`src/rtl/mont_sched.sv`:
```
// mont_sched: issue scheduler in front of a pipelined Montgomery multiplier.
//
// Two requesters present operands; a round-robin arbiter grants at most one per cycle and the
// granted operand goes straight to the datapath (mont_start_o/mont_x_o, same cycle). The
// requester ID of every issued operation is pushed into a small in-order tag FIFO. When the
// datapath returns a result (mont_valid_i), the oldest tag is popped and the result is
// registered onto that requester's response port for one cycle.
//
// The modulus, its inverse and the modulus bit length ceil(log2(m)) are held in registers and
// may only be rewritten while nothing is in flight.
//
// Build option: define MONT_SCHED_FIXED_PRIO_EN to replace round-robin with fixed priority
// (requester 0 always wins a tie). Default build (undefined) is round-robin.
//
// Ports:
//   clk_i, rst_ni                   clock, asynchronous active-low reset
//   req{0,1}_valid_i/_x_i/_ready_o  requester operand handshake
//   cfg_we_i, cfg_m_i, cfg_minv_i   modulus / inverse write
//   mont_start_o, mont_x_o          issue to datapath
//   mont_m_o, mont_minv_o, mont_m_bl_o  held configuration to datapath
//   mont_result_i, mont_valid_i     datapath result return
//   rsp{0,1}_valid_o/_data_o        per-requester result
//   busy_o                          operations in flight
//   cfg_err_o                       one-cycle pulse: config write refused while busy
//   tag_err_o                       sticky: result returned with nothing in flight
module mont_sched #(
  parameter int unsigned WIDTH     = 64,
  parameter int unsigned TAG_DEPTH = 8
) (
  input  logic             clk_i,
  input  logic             rst_ni,

  input  logic             req0_valid_i,
  input  logic [WIDTH-1:0] req0_x_i,
  output logic             req0_ready_o,
  input  logic             req1_valid_i,
  input  logic [WIDTH-1:0] req1_x_i,
  output logic             req1_ready_o,

  input  logic             cfg_we_i,
  input  logic [WIDTH-1:0] cfg_m_i,
  input  logic [WIDTH-1:0] cfg_minv_i,

  output logic             mont_start_o,
  output logic [WIDTH-1:0] mont_x_o,
  output logic [WIDTH-1:0] mont_m_o,
  output logic [WIDTH-1:0] mont_minv_o,
  output logic [WIDTH-1:0] mont_m_bl_o,
  input  logic [WIDTH-1:0] mont_result_i,
  input  logic             mont_valid_i,

  output logic             rsp0_valid_o,
  output logic [WIDTH-1:0] rsp0_data_o,
  output logic             rsp1_valid_o,
  output logic [WIDTH-1:0] rsp1_data_o,

  output logic             busy_o,
  output logic             cfg_err_o,
  output logic             tag_err_o
);

  localparam int unsigned PtrW = $clog2(TAG_DEPTH);
  localparam int unsigned CntW = PtrW + 1;

  // ceil(log2(v)) equals the bit length of (v - 1); v = 0 and v = 1 both give 0.
  function automatic logic [WIDTH-1:0] ceil_log2(input logic [WIDTH-1:0] v);
    logic [WIDTH-1:0] t;
    logic [WIDTH-1:0] r;
    r = '0;
    t = v - WIDTH'(1);
    if (v > WIDTH'(1)) begin
      for (int unsigned i = 0; i < WIDTH; i++) begin
        if (t[i]) r = WIDTH'(i + 1);
      end
    end
    return r;
  endfunction

  // Tag FIFO: one bit per slot holding the requester ID.
  logic [TAG_DEPTH-1:0] tag_q;
  logic [PtrW-1:0]      wr_ptr_q, rd_ptr_q;
  logic [CntW-1:0]      cnt_q, cnt_d;

  logic [WIDTH-1:0]     m_q, minv_q, m_bl_q;
  logic                 cfg_err_q, tag_err_q;
  logic                 rsp0_valid_q, rsp1_valid_q;
  logic [WIDTH-1:0]     rsp0_data_q, rsp1_data_q;

  logic busy, full, pop, push, pop_id, cfg_wr, issue_ok;
  logic gnt0, gnt1;

  always_comb begin
    busy   = (cnt_q != '0);
    full   = (cnt_q == CntW'(TAG_DEPTH));
    pop    = mont_valid_i && busy;
    pop_id = tag_q[rd_ptr_q];
    // An accepted config write takes the cycle; requests wait.
    cfg_wr = cfg_we_i && !busy;
    // A pop in the same cycle frees a slot, so a full FIFO may still accept one issue.
    issue_ok = (m_q != '0) && (!full || pop) && !cfg_wr;
  end

`ifndef MONT_SCHED_FIXED_PRIO_EN
  // prio_q = 1: requester 1 wins a tie.
  logic prio_q;

  always_ff @(posedge clk_i or negedge rst_ni) begin
    if (!rst_ni) begin
      prio_q <= 1'b0;
    end else if (push) begin
      prio_q <= gnt0;
    end
  end
`endif

  always_comb begin
    gnt0 = 1'b0;
    gnt1 = 1'b0;
    if (issue_ok) begin
`ifdef MONT_SCHED_FIXED_PRIO_EN
      gnt0 = req0_valid_i;
      gnt1 = req1_valid_i && !req0_valid_i;
`else
      if (req0_valid_i && req1_valid_i) begin
        gnt0 = !prio_q;
        gnt1 = prio_q;
      end else begin
        gnt0 = req0_valid_i;
        gnt1 = req1_valid_i;
      end
`endif
    end
    push = gnt0 || gnt1;
  end

  always_comb begin
    cnt_d = cnt_q;
    case ({push, pop})
      2'b10:   cnt_d = cnt_q + CntW'(1);
      2'b01:   cnt_d = cnt_q - CntW'(1);
      default: cnt_d = cnt_q;
    endcase
  end

  always_ff @(posedge clk_i or negedge rst_ni) begin
    if (!rst_ni) begin
      tag_q        <= '0;
      wr_ptr_q     <= '0;
      rd_ptr_q     <= '0;
      cnt_q        <= '0;
      m_q          <= '0;
      minv_q       <= '0;
      m_bl_q       <= '0;
      cfg_err_q    <= 1'b0;
      tag_err_q    <= 1'b0;
      rsp0_valid_q <= 1'b0;
      rsp1_valid_q <= 1'b0;
      rsp0_data_q  <= '0;
      rsp1_data_q  <= '0;
    end else begin
      if (push) begin
        tag_q[wr_ptr_q] <= gnt1;
        wr_ptr_q        <= wr_ptr_q + PtrW'(1);
      end
      if (pop) begin
        rd_ptr_q <= rd_ptr_q + PtrW'(1);
      end
      cnt_q <= cnt_d;

      rsp0_valid_q <= pop && !pop_id;
      rsp1_valid_q <= pop && pop_id;
      if (pop && !pop_id) rsp0_data_q <= mont_result_i;
      if (pop && pop_id)  rsp1_data_q <= mont_result_i;

      if (cfg_wr) begin
        m_q    <= cfg_m_i;
        minv_q <= cfg_minv_i;
        m_bl_q <= ceil_log2(cfg_m_i);
      end
      cfg_err_q <= cfg_we_i && busy;

      // Result with nothing in flight is dropped and flagged until reset.
      if (mont_valid_i && !busy) tag_err_q <= 1'b1;
    end
  end

  always_comb begin
    req0_ready_o = gnt0;
    req1_ready_o = gnt1;
    mont_start_o = push;
    mont_x_o     = gnt1 ? req1_x_i : (gnt0 ? req0_x_i : '0);
    mont_m_o     = m_q;
    mont_minv_o  = minv_q;
    mont_m_bl_o  = m_bl_q;
    rsp0_valid_o = rsp0_valid_q;
    rsp0_data_o  = rsp0_data_q;
    rsp1_valid_o = rsp1_valid_q;
    rsp1_data_o  = rsp1_data_q;
    busy_o       = busy;
    cfg_err_o    = cfg_err_q;
    tag_err_o    = tag_err_q;
  end

endmodule

```
`config.mk`:
```
export PLATFORM = sky130hd
export DESIGN_NAME = mont_sched
export DESIGN_NICKNAME = d
export VERILOG_FILES = /design/src/rtl/mont_sched.sv
export SDC_FILE = /design/constraint.sdc
export NUM_CORES = 1
export LEC_CHECK = 0
export CORE_AREA = 4 4 276 278
export DETAILED_ROUTE_END_ITERATION = 16
export DIE_AREA = 0 0 280 282
export PLACE_DENSITY = 0.54
export REMOVE_ABC_BUFFERS = 1
export SYNTH_ARGS = -nofsm -noshare
export SYNTH_HDL_FRONTEND = slang
export SYNTH_SLANG_ARGS = --single-unit
```
`constraint.sdc`:
```
create_clock -name clk_i -period 2.3 [get_ports clk_i]
set_input_delay 0.46 -clock clk_i [delete_from_list [all_inputs] [get_ports clk_i]]
set_output_delay 0.46 -clock clk_i [all_outputs]
set_load 0.01 [all_outputs]
```
==> Yosys cells after proc, flatten, opt, wreduce, memory -nomap -nowiden <==
Index checks and enable logic that the tools add are counted.
{ "totals": {"ff_bits": 343, "latch_bits": 0, "ramBits": 0, "mem_bits_ro": 0, "input_bits": 326, "elab_cells": 123, "memories": 0} }
{ "classes": {"n_addsub": 5, "n_mul": 0, "div_mod_pow": 0, "magnitude_cmp": 4, "eq_ne": 3, "shift": 0, "n_mux": 77, "bitwise": 0, "n_reduce_logical": 20} }
{ "ops": {"columns": ["op", "n"], "rows": [
  ["$mux W64", 66],
  ["$gt A64 B1 Y1 const B", 1],
  ["$reduce_bool A64 Y1", 1],
  ["$sub A64 B1 Y64 const B", 1],
  ["$logic_and A1 B1 Y1", 10],
  ["$bwmux W8", 1],
  ["$lt A3 B4 Y1 const B", 2],
  ["$pmux W4 S2", 1],
  ["$mux W1", 7],
  ["$add A3 B1 Y3 const B", 2],
  ["$logic_not A1 Y1", 5],
  ["$add A4 B1 Y4 const B", 1],
  ["$eq A4 B4 Y1 const B", 1],
  ["$reduce_bool A4 Y1", 1],
  ["$sub A4 B1 Y4 const B", 1],
  ["$bmux W1 S3", 1],
  ["$demux W1 S3", 1],
  ["$ge A3 B1 Y1 const B", 1],
  ["$eq A2 B1 Y1 const B", 1],
  ["$eq A2 B2 Y1 const B", 1],
  ["$logic_or A1 B1 Y1", 2],
  ["$reduce_bool A2 Y1", 1]
]} }

==> Logic depth before layout (Yosys ltp) <==
{ "depth": {"depth_word": 66, "ltp_mapped": 13, "depth_no_buf": 13} }

==> Worst setup path after synthesis <==
OpenSTA, ideal clock, no wires.
{ "synth_timing": {"path_kind": "input port to flip-flop", "startpoint": "input port cfg_m_i[7]", "endpoint": "register m_bl_q[5], in the netlist mont_m_bl_o[5]", "setup_time_ns": 0.126, "t_arrival_ns": 3.007, "path_slack_ns": -0.833, "cell_stages": 10, "path_cell_list": "buf_6 -> nor4_4 -> nand3_2 -> nor2_4 -> buf_2 -> nand3_1 -> xnor2_1 -> or4_1 -> o21a_1 -> a221o_1"} }
{ "synth_via": {"elab_chain_len": 59} }
{ "synth_lines": {"columns": ["element", "line_no", "text"], "rows": [
  ["start, declared", "41", "input logic [WIDTH-1:0] cfg_m_i,"],
  ["$sub A64 B1 Y64", "70", "t = v - WIDTH'(1);"],
  ["$mux W64 (57 in a row)", "73", "if (t[i]) r = WIDTH'(i + 1);"],
  ["$mux W64 *", "71", "if (v > WIDTH'(1)) begin"],
  ["end signal, assigned", "178", "m_bl_q <= ceil_log2(cfg_m_i);"],
  ["end, declared", "84", "logic [WIDTH-1:0] m_q, minv_q, m_bl_q;"]
]} }
Mark *: on every way between the ends. The rest lies on a longest branch, timed or not.
A chain may end at the register's enable or synchronous reset.

==> Final worst setup path <==
{ "layout_timing": {"startpoint": "register m_q[3], in the netlist mont_m_o[3]", "endpoint": "output port mont_x_o[21]"} }
{ "layout_via": {"elab_chain_len": 6} }
{ "layout_lines": {"columns": ["element", "line_no", "text"], "rows": [
  ["start, declared", "84", null],
  ["start signal, assigned", "176", "m_q <= cfg_m_i;"],
  ["$reduce_bool A64 Y1 *", "100", "issue_ok = (m_q != '0) && (!full || pop) && !cfg_wr;"],
  ["$logic_and A1 B1 Y1 * (2 in a row)", "100", null],
  ["$mux W1", "119", "if (issue_ok) begin"],
  ["$mux W64", "191", "mont_x_o = gnt1 ? req1_x_i : (gnt0 ? req0_x_i : '0);"],
  ["$mux W64 *", "191", null],
  ["end, declared", "45", "output logic [WIDTH-1:0] mont_x_o,"]
]} }
Marked as above.

==> impl_metrics.tcl <==
set metrics [dict create \
    outcome "finished with violations" \
    violations "setup timing" \
    synth-edff-count 0 \
    cp_data_arrival_time_ps 3080 \
    ant_nets 0 \
    synth_area_leaders "dfrtp_1 (46%), mux2_2 (13%), nand2_1 (6.3%)" \
    wl_met1_um 29800 \
    fmax_mhz 283 \
    core_area_mm2 0.0739 \
    ys_types 89 \
    yosysTopAreaCellShare 0.464 \
    worstPathCellList "nor4_1 > buf_4 > nand4_1 > buf_4 > nor4_4 > buf_4 > a21oi_4 > and3_4 > buf_12 > a22o_1 > buf_2" \
    critPathMostFrequentCell "buf_4" \
    hold_class "input pin to flop" \
    fin_nets 2879 \
    num_rows 100 \
    cp-endpoint "mont_x_o[21]" \
    synth_ff_type "dfrtp_1" \
    critPathSlowestCell "dfrtp_1" \
    power_density_mw_per_mm2 1110 \
    overflow 0 \
    grt_max_degree 64 \
    cap_violations 0 \
    top_layer "met5" \
    port_buffers 660 \
    grt_pass1_vias 16800 \
    vdd_drop_max_mv 0.574 \
    area_growth_pct 82.6 \
    worst-path-buf-inv 5 \
    yosys_warnings 0 \
    routedWlPerCell_um 22.6 \
    layout_commonest_cell "clkdlybuf4s50_1" \
    critPathKind "flop to output port" \
    drt-total-wl_um 80400 \
    max_stage_delay_ps 380 \
    drc 0 \
    fin_cells 3549 \
    hpwl_um 63300 \
    dpl.cell_count 3415 \
    startpoint "mont_m_o[3]$_DFFE_PN0P_" \
    grt_antenna_before_repair 20 \
    total_leakage_power_nw 12.2 \
    die_h_um 282 \
    ys_ff_latch 286 \
    die_width_um 280 \
    synth-seq-area-share 0.464 \
    path_max_fanout 26 \
    critPathTopFamily "simple AND/OR/NAND/NOR gates" \
    start_kind "flop" \
    rrSetupSlack_ps -760 \
    first_pass_iters 7 \
    setup_ws_ps -1240 \
    fin_crit_sh 1.54 \
    tightest_slew_ps 488 \
    clock_skew_ps 23.4 \
    grt_use_total 0.189 \
    root_buffer "clkbuf_16" \
    cts_tree "yes" \
    clockBufferDepth 3 \
    pin_count 718 \
    setup_violations 89 \
    mostFrequentLayoutCells "clkdlybuf4s50_1 (538), buf_4 (360), dfrtp_1 (286), nand2_1 (248), mux2_2 (178)" \
    rsz0062_at_grt "yes" \
    fin_crit_ps 3540 \
    drv_slew 0 \
    synthArstFlopShare 1.00 \
    yosysTopAreaCell "dfrtp_1" \
    first_iter_violations 866 \
    clkSinkCount 286 \
    synth_area_per_cell_um2 10.1 \
    insertion_delay_ps 560 \
    numCtsBuffers 36 \
    cp-end-kind "output port" \
    total_power_mw 31.1 \
    final_hold_viol_count 0 \
    start_util 0.208 \
    vias_per_cell 4.59 \
    dieArea_mm2 0.0790 \
    crit_cells 11 \
    num_vias 16300 \
    grt_first_pass_wirelength_um 112000 \
    nFillCells 7319 \
    syn_area_mm2 0.0154 \
    wl_met2_um 41900 \
    htreeDepth 2 \
    r2r_cells 16 \
    r2r_start "mont_m_o[3]$_DFFE_PN0P_" \
    gpl.final_weighted_congestion 0.920 \
    drive_gt1_frac 0.361 \
    slew-limit-headroom 0.671 \
    r2r_end "cnt_q[3]$_DFFE_PN0P_" \
    synthCells 1523 \
    clkTransAtPathRegs_ps 60 \
    whs_ps 182 \
    route.met3.wl_um 5870 \
    fin_tns_setup_ps -85850 \
    cp.required_ps 1840 \
]
## state kept, by name, summed over array words and instances, names as in the netlist, 3 cells and up
| signal | count |
|---|---|
| mont_minv_o | 64 |
| mont_m_o | 64 |
| cnt_q | 4 |
| rd_ptr_q | 3 |
| rsp1_data_o | 64 |
| rsp0_data_o | 64 |
| tag_q | 8 |
| mont_m_bl_o | 7 |
| wr_ptr_q | 3 |
## stage by stage
step	area, um2	setup slack [ps]	utilization
finish	28100	-1240	0.381
global route	28100	-1350	0.381
CTS	27500	-1370	0.372
detailed placement	25600	-1490	0.346
global placement	25600	-1510	0.346
floorplan	14800	-2910	-
## worst min path at each step
stage,start,endpoint,slack [ps],depth (start not counted)
CTS,cfg_m_i[7],mont_m_o[7]$_DFFE_PN0P_,150,2
global route,cfg_m_i[7],mont_m_o[7]$_DFFE_PN0P_,170,2
floorplan,rst_ni,cfg_err_o$_DFF_PN0_,160,0
global placement,rst_ni,mont_m_o[12]$_DFFE_PN0P_,430,1
detailed placement,rst_ni,mont_m_o[12]$_DFFE_PN0P_,430,1
finish,cfg_m_i[7],mont_m_o[7]$_DFFE_PN0P_,180,2
## per-layer routing
layer  vias to the layer above  track usage
li1                       7464            -
met1                      8101        0.214
met2                       603        0.345
met3                       121       0.0501
met4                        14       0.0654
met5                         -            0
## synth_stat cells, types with 6 or more instances
cell,instances
o21a_1,9
and3_1,6
o21ai_0,54
nor4_1,45
a211oi_1,6
nand4_1,29
a21o_1,11
a21boi_0,6
nand4b_1,6
nor2b_1,8
nand3b_1,8
xor2_1,10
nand2_1,258
mux2_2,183
nor2_1,66
inv_1,30
or4_1,7
buf_1,8
a21oi_1,24
o311ai_0,6
a31oi_1,14
nand2b_1,14
nor3_1,28
a22o_1,65
or3_1,15
nand3_1,27
ha_1,8
buf_4,58
dfrtp_1,286
xnor2_1,18
clkbuf_1,81
nor3b_1,8
buf_2,8
## repair_timing
action	CTS	global route
buffers inserted	29	20
gates resized for setup	497	160
hold endpoints to repair	38	0
hold buffers	1	0
pin swaps	76	69
cloned	4	9
endpoints found under the setup margin	94	135
## power by group
part           switching [mW]  internal (mW)
clock network            2.41           3.30
registers                1.51           7.57
logic                    7.34           8.98
total                    11.3           19.9
## cells by family after synthesis
kind of cell    count (synthesis)  share of synthesized area
simple gates                  559                      0.183
fa+ha+maj                       9                    0.00780
other cells                     1                   0.000243
buf+inv                       188                     0.0616
mux                           188                      0.139
xor+xnor                       28                     0.0159
flops                         286                      0.464
compound gates                264                      0.128
## area by class of cell
type | instances | area (um2) | area share
clock inverters | 15 | 196 | 0.00698
diodes | 9 | 22.5 | 0.000800
multi-input cells | 1107 | 8480 | 0.301
inverters | 30 | 123 | 0.00436
repair buffers | 1083 | 9960 | 0.354
flip-flops and latches | 286 | 7160 | 0.254
well taps | 969 | 1210 | 0.0431
clock buffers | 50 | 993 | 0.0353
## worst register-to-register path: stages, from the launching register on
cell	delay (ps)
dfrtp_1	380
nor4_1	280
buf_4	170
nand4_1	120
buf_4	200
nor4_4	270
buf_4	190
a21oi_4	60
o21a_1	170
inv_2	80
ha_4	150
ha_4	190
a21o_1	180
a21oi_2	140
xnor2_1	130
nor2_1	70
xor2_1	160
Note: power is estimated with default switching activity, not from simulation.
